`src/rtl/link_block_sync_132.sv`:
```
// rtl/link_block_sync_132.sv - 132-bit block synchroniser with hunt/locked FSM
module link_block_sync_132 #(
  parameter int LOCK_CNT = 64,
  parameter int ERR_WIN  = 64,
  parameter int ERR_MAX  = 16
) (
  input  logic         clk,
  input  logic         rst_n,
  input  logic [131:0] i_din,
  input  logic         i_din_valid,
  output logic [127:0] o_dout,
  output logic         o_dout_valid,
  output logic         o_dout_ctrl,
  output logic         o_dout_err,
  output logic         o_block_lock,
  output logic         o_slip,
  output logic [15:0]  o_hdr_err_total
);

  localparam int MAXP = (LOCK_CNT > ERR_WIN) ?
                        ((LOCK_CNT > ERR_MAX) ? LOCK_CNT : ERR_MAX) :
                        ((ERR_WIN  > ERR_MAX) ? ERR_WIN  : ERR_MAX);
  localparam int CW = $clog2(MAXP + 1);

  localparam logic [CW-1:0] LOCK_LAST = CW'(LOCK_CNT - 1);
  localparam logic [CW-1:0] WIN_LAST  = CW'(ERR_WIN - 1);
  localparam logic [CW-1:0] ERR_LAST  = CW'(ERR_MAX - 1);

  localparam logic [3:0] HDR_DATA = 4'b0101;
  localparam logic [3:0] HDR_CTRL = 4'b1010;

  typedef enum logic {S_HUNT = 1'b0, S_LOCKED = 1'b1} state_t;

  state_t         r_state;
  state_t         w_state_nxt;
  logic [CW-1:0]  r_good_cnt;
  logic [CW-1:0]  r_blk_cnt;
  logic [CW-1:0]  r_err_cnt;

  logic [3:0]     w_hdr;
  logic           w_good;
  logic           w_bad;
  logic           w_ctrl;
  logic           w_hunt_blk;
  logic           w_lock_blk;
  logic           w_lock_done;
  logic           w_lose_lock;
  logic           w_win_end;

  assign w_hdr      = i_din[131:128];
  assign w_ctrl     = (w_hdr == HDR_CTRL);
  assign w_good     = (w_hdr == HDR_DATA) || w_ctrl;
  assign w_bad      = ~w_good;
  assign w_hunt_blk = i_din_valid && (r_state == S_HUNT);
  assign w_lock_blk = i_din_valid && (r_state == S_LOCKED);

  // Decision points: lock acquired, lock lost (beats window end), window end
  assign w_lock_done = w_hunt_blk && w_good && (r_good_cnt == LOCK_LAST);
  assign w_lose_lock = w_lock_blk && w_bad  && (r_err_cnt == ERR_LAST);
  assign w_win_end   = w_lock_blk && (r_blk_cnt == WIN_LAST);

  // State register
  always_ff @(posedge clk or negedge rst_n) begin
    if (!rst_n) r_state <= S_HUNT;
    else        r_state <= w_state_nxt;
  end

  // Next-state logic
  always_comb begin
    w_state_nxt = r_state;
    if (w_lock_done) w_state_nxt = S_LOCKED;
    if (w_lose_lock) w_state_nxt = S_HUNT;
  end

  // Lock indication follows the state register directly
  always_comb begin
    o_block_lock = (r_state == S_LOCKED);
  end

  // Good-header, window and error counters; frozen while no block is presented
  always_ff @(posedge clk or negedge rst_n) begin
    if (!rst_n) begin
      r_good_cnt <= '0;
      r_blk_cnt  <= '0;
      r_err_cnt  <= '0;
    end else if (w_hunt_blk) begin
      if (w_bad || w_lock_done) begin
        r_good_cnt <= '0;
        r_blk_cnt  <= '0;
        r_err_cnt  <= '0;
      end else begin
        r_good_cnt <= r_good_cnt + 1'b1;
      end
    end else if (w_lock_blk) begin
      if (w_lose_lock || w_win_end) begin
        r_good_cnt <= '0;
        r_blk_cnt  <= '0;
        r_err_cnt  <= '0;
      end else begin
        r_blk_cnt <= r_blk_cnt + 1'b1;
        r_err_cnt <= r_err_cnt + {{(CW-1){1'b0}}, w_bad};
      end
    end
  end

  // Forwarding path, slip pulse and lifetime bad-header count
  always_ff @(posedge clk or negedge rst_n) begin
    if (!rst_n) begin
      o_dout          <= '0;
      o_dout_valid    <= 1'b0;
      o_dout_ctrl     <= 1'b0;
      o_dout_err      <= 1'b0;
      o_slip          <= 1'b0;
      o_hdr_err_total <= '0;
    end else begin
      o_dout_valid <= w_lock_blk;
      o_slip       <= w_hunt_blk && w_bad;
      if (w_lock_blk) begin
        o_dout      <= i_din[127:0];
        o_dout_ctrl <= w_ctrl;
        o_dout_err  <= w_bad;
      end
      if (i_din_valid && w_bad && (o_hdr_err_total != 16'hFFFF))
        o_hdr_err_total <= o_hdr_err_total + 16'd1;
    end
  end

endmodule

```
`config.mk`:
```
export PLATFORM = sky130hd
export DESIGN_NAME = link_block_sync_132
export DESIGN_NICKNAME = d
export VERILOG_FILES = /design/src/rtl/link_block_sync_132.sv
export SDC_FILE = /design/constraint.sdc
export NUM_CORES = 1
export LEC_CHECK = 0
export CAP_MARGIN = 20
export CORE_MARGIN = 2
export CORE_UTILIZATION = 43
export DETAILED_ROUTE_END_ITERATION = 8
export PLACE_DENSITY = 0.86
export SYNTH_ARGS = -nofsm -noshare
export SYNTH_HDL_FRONTEND = slang
export SYNTH_SLANG_ARGS = --single-unit
```
`constraint.sdc`:
```
create_clock -name clk -period 1.9 [get_ports clk]
set_input_delay 0.19 -clock clk [delete_from_list [all_inputs] [get_ports clk]]
set_output_delay 0.19 -clock clk [all_outputs]
set_load 0.01 [all_outputs]
```
[After elaboration in Yosys (flattened, before gate mapping)]
Index checks and enable logic that the tools add are counted.
Operators by class
  eq/ne operators: 7
  add/subtract/negate cells: 4
  muxes and demuxes: 13
  bitwise gates (word level): 2
  reductions and logical operators: 18
Operators with widths (count)
  $mux 7: 11
  $add 16x1->16 const B: 1
  $ne 16x16->1 const B: 1
  $add 7x1->7 const B: 2
  $eq 7x6->1 const B: 2
  $logic_and 1x1->1: 10
  $add 7x1->7: 1
  $eq 7x4->1 const B: 1
  $reduce_bool 2->1: 3
  $eq 4x3->1 const B: 1
  $eq 4x4->1 const B: 1
  $reduce_and 2->1: 2
  $logic_or 1x1->1: 3
  $mux 1: 2
  $ne 2x1->1 const B: 1
  $not 1->1: 2
Word-level totals
  input bits: 135
  register bits: 170
  output and inout bits: 149
  word-level logic and storage cells: 54

[Logic depth before layout (Yosys ltp)]
  depth in word-level cells: 9
  depth in mapped cells: 9
  gate-level depth less buffers: 8

[Worst setup path before layout]
No wires, ideal clock.
  path kind: input to register
  start point: input i_din[129]
  end point: register r_err_cnt[4]
  setup slack: -0.006 ns
  path buffers: 1
  stages on the path: 9
  arrival time: 1.823 ns
  data required time: 1.817 ns
  library setup time: 0.083 ns
  cells stage by stage: or4bb_1 -> buf_4 -> nand2_2 -> nor2_1 -> ha_1 -> and3_1 -> a211oi_1 -> a21oi_1 -> o22ai_1
Between the ends
  cells in the longest elaborated chain, start to end: 9
  elaborated cells between the ends (all ways): 16
  classes of those cells: add/sub: 1; eq/ne: 3; mux: 3; bitwise: 1; reduce/logical: 8
RTL lines
  from (decl): line 9  | input logic [131:0] i_din,
  $eq 4x3->1 or $eq 4x4->1 (tied branches): line 52, 51
  $logic_or 1x1->1 *: line 52  | assign w_good = (w_hdr == HDR_DATA) || w_ctrl;
  branches (longest 7 deep; another with $add 7x1->7)
  to (signal assigned): line 101  | r_err_cnt <= r_err_cnt + {{(CW-1){1'b0}}, w_bad};
  to (decl): line 38  | logic [CW-1:0] r_err_cnt;
Every way passes the cells marked *. The select of a mux whose other input is x is not followed.
A chain may end at the register's enable or synchronous reset.

[Worst setup path in the final report]
  start point: input i_din[130]
  end point: register r_err_cnt[4]
Same word-level chain as after synthesis.

==> impl_metrics.yaml <==
run_status:
  status: "completed"
placed_design:
  io_buffers: 283
  place_area_um2: 10300
  dpl.cell_count: 1012
  gp_congestion: 0.902
  hpwl_um: 14200
timing:
  hold_viol: 0
  slew_headroom_pct: 67.4
  rsz0062_at_grt: "true"
  worstMarginPinSlew_ns: 0.477
  fin_crit_sh_pct: 99.6
  post-route-min-period_ns: 1.89
  setup_viol: 0
  max_freq_ghz: 0.528
  fin_worst_skew_ns: 0.00749
  finalMaxSlewViolations: 0
drt:
  routed_via_density: 5.25
  ant_nets: 0
  routedWlPerCell_um: 18.8
  drc: 0
  route.vias.total: 5488
  finalWirelength_um: 19700
  drtIter0Drc: 451
  first_pass_iters: 5
logic_synthesis:
  syn_area_per_cell_um2: 13.9
  netlist_instances: 506
  synth_seq_area_share_pct: 60.7
  synth_area_leaders: "dfrtp_1 61%, mux2_2 21%, nand3_1 1.5%"
  ys_ff_latch: 170
  synth_cell_types: 53
  syn_area_um2: 7010
  syn_nets: 645
  async_reset_ff_share_pct: 100
  yosysTopAreaCellShare_pct: 60.7
  synth_edf_count: 0
  yosys_warnings: 0
  synth.most_common_cell: "dfrtp_1"
  yosys.area.top_type: "dfrtp_1"
  ys.flop_type: "dfrtp_1"
  synthTopCellsByCount: "170 x dfrtp_1, 131 x mux2_2, 21 x nand3_1"
die:
  die_height_um: 132
  die_w_um: 132
  core_area_um2: 15900
  io-pin-count: 284
  rows: 46
  die_area_um2: 17300
  start_util_pct: 44.1
cts:
  clk_latency_ns: 0.41
  cts_tree: "built"
  cts_root_buf: "clkbuf_16"
  clock-sinks: 170
  htree_levels: 4
  path_clk_slew_ns: 0.06
  clk_path_buf_depth: 2
  cts_buffers: 17
layout:
  drive_gt1_share_pct: 26.3
  final_cell_area_um2: 11000
  syn2layout_area_growth_pct: 57.3
  final_cells: 1046
  diodes: 0
  nNetsFinal: 958
critical_path:
  critPathMaxStageDelay_ns: 0.55
  path_class: "in -> reg"
  crit_path_top_delay_cell: "or4bb_4"
  cp-end-kind: "flop"
  start_kind: "input port"
  arrival_ns: 2.22
  crit_chain: "clkdlybuf4s50_1 > or4bb_4 > nand2_4 > nor2_1 > ha_1 > and3_4 > a211oi_2 > a21oi_1 > o22ai_1"
  cp_data_required_time_ns: 2.23
  path_max_fanout: 3
power_and_ir_drop:
  power.leakage_nw: 4.94
  power.density_nw_per_um2: 770
  vdd_drop_max_mv: 0.541
global_routing:
  overflow: 0
  antenna_found_initial: 0
  track_usage_pct: 22.1
  grt_pass1_vias: 5714
  grt_pass1_wl_um: 30800
  grt_max_degree: 52
hold_path:
  hold_path_class: "in -> async"
flow_run:
  maxCapViolations: 0
-- registers in the layout, summed over array words and instances, names as in the netlist --
register	count
o_block_lock	1
o_dout	128
o_dout_ctrl	1
o_dout_err	1
o_dout_valid	1
o_hdr_err_total	16
o_slip	1
r_blk_cnt	7
r_err_cnt	7
r_good_cnt	7
-- through the flow --
stage | setup slack (ns) | hold slack (ns) | power (mW) | util [%] | TNS (ns)
floorplan | 0.0336 | -0.106 | 4.22 | - | 0
global placement | -0.341 | 0.143 | 4.87 | 64.9 | -4.56
detailed placement | -0.442 | 0.159 | 4.92 | 64.9 | -6.59
CTS | 0.0112 | 0.286 | 8.55 | 69.0 | 0
global route | -0.0317 | 0.300 | 8.81 | 69.4 | -0.0739
finish | 0.00707 | 0.280 | 8.49 | 69.4 | 0
-- cells in the final DEF, fill, tap and decap left out, drive strengths merged, types with 5 or more instances in the layout --
cell and count:
a211oi 7, a21oi 5, buf 34, clkbuf 21, clkdlybuf4s50 282, dfrtp 170
inv 23, mux2 131, nand2 19, nand3 22, nand4 9, nor2 9
nor3 5, o211ai 5, o21ai 9, o22ai 5, xor2 9
-- power by group --
part / switching (mW) / internal (mW) / leakage, nW / total (mW)
clock network: 1.40 / 2.21 / 0.302 / 3.60
registers: 0.165 / 3.74 / 2.34 / 3.91
logic: 0.402 / 0.576 / 2.30 / 0.978
-- final cells by class --
type	instances	area, um2
clock buffer	21	480
clock inverter	9	138
multi-input combinational	292	2630
sequential	170	4260
timing repair buffer	317	3180
fill	1108	4860
inverter	21	81.3
tap	216	270
-- critical path: cells and delay by family --
family          cells  cell delay (ns)
buf+inv             1             0.48
fa+ha+maj           1             0.23
compound gates      3             0.41
simple gates        4             0.92
-- routing by layer --
| metal | global-route usage (%) | vias to the layer above | part of all wire (%) |
|---|---|---|---|
| met2 | 41.2 | 261 | 53 |
| met3 | 4.98 | 51 | 5.6 |
| met4 | 7.07 | 0 | 2.9 |
| li1 | - | 2459 | - |
| met5 | 0 | - | 0 |
| met1 | 25.1 | 2717 | 39 |
-- repair_timing --
action	4_1_cts	5_1_grt
buffers inserted	0	2
pin swaps	1	3
resized for setup	3	12
hold buffers	1	0
endpoints found under the hold margin	40	0
cloned	0	1
endpoints found under the setup margin	2	5
-- final timing paths --
check                                               start                               to  slack, ns  cells past startpoint
setup / recovery                               i_din[130]         r_err_cnt[4]$_DFFE_PN0P_      0.007                      9
hold / removal                                      rst_n           o_dout[87]$_DFFE_PN0P_       0.28                      2
max in group asynchronous                           rst_n           o_dout[77]$_DFFE_PN0P_       0.98                      3
min in group clk                                i_din[94]           o_dout[94]$_DFFE_PN0P_       0.38                      2
hold reg to reg                   o_dout_ctrl$_DFFE_PN0P_          o_dout_ctrl$_DFFE_PN0P_       0.49                      2
setup reg to reg           o_hdr_err_total[0]$_DFFE_PN0P_  o_hdr_err_total[12]$_DFFE_PN0P_       0.07                      5
-- cell families (layout without fill, tap and decap cells) --
| family | Yosys count | in the layout | share of synthesized area (%) |
|---|---|---|---|
| AND/OR/NAND/NOR | 89 | 89 | 7.15 |
| AO/OA/AOI/OAI | 54 | 55 | 5.85 |
| multiplexers | 132 | 132 | 21.2 |
| flip-flops | 170 | 170 | 60.7 |
| buffers and inverters | 45 | 368 | 2.94 |
| XOR/XNOR | 12 | 12 | 1.50 |
| adder cells (fa/ha/maj) | 4 | 4 | 0.714 |
Power figures use the tool's default switching activity.
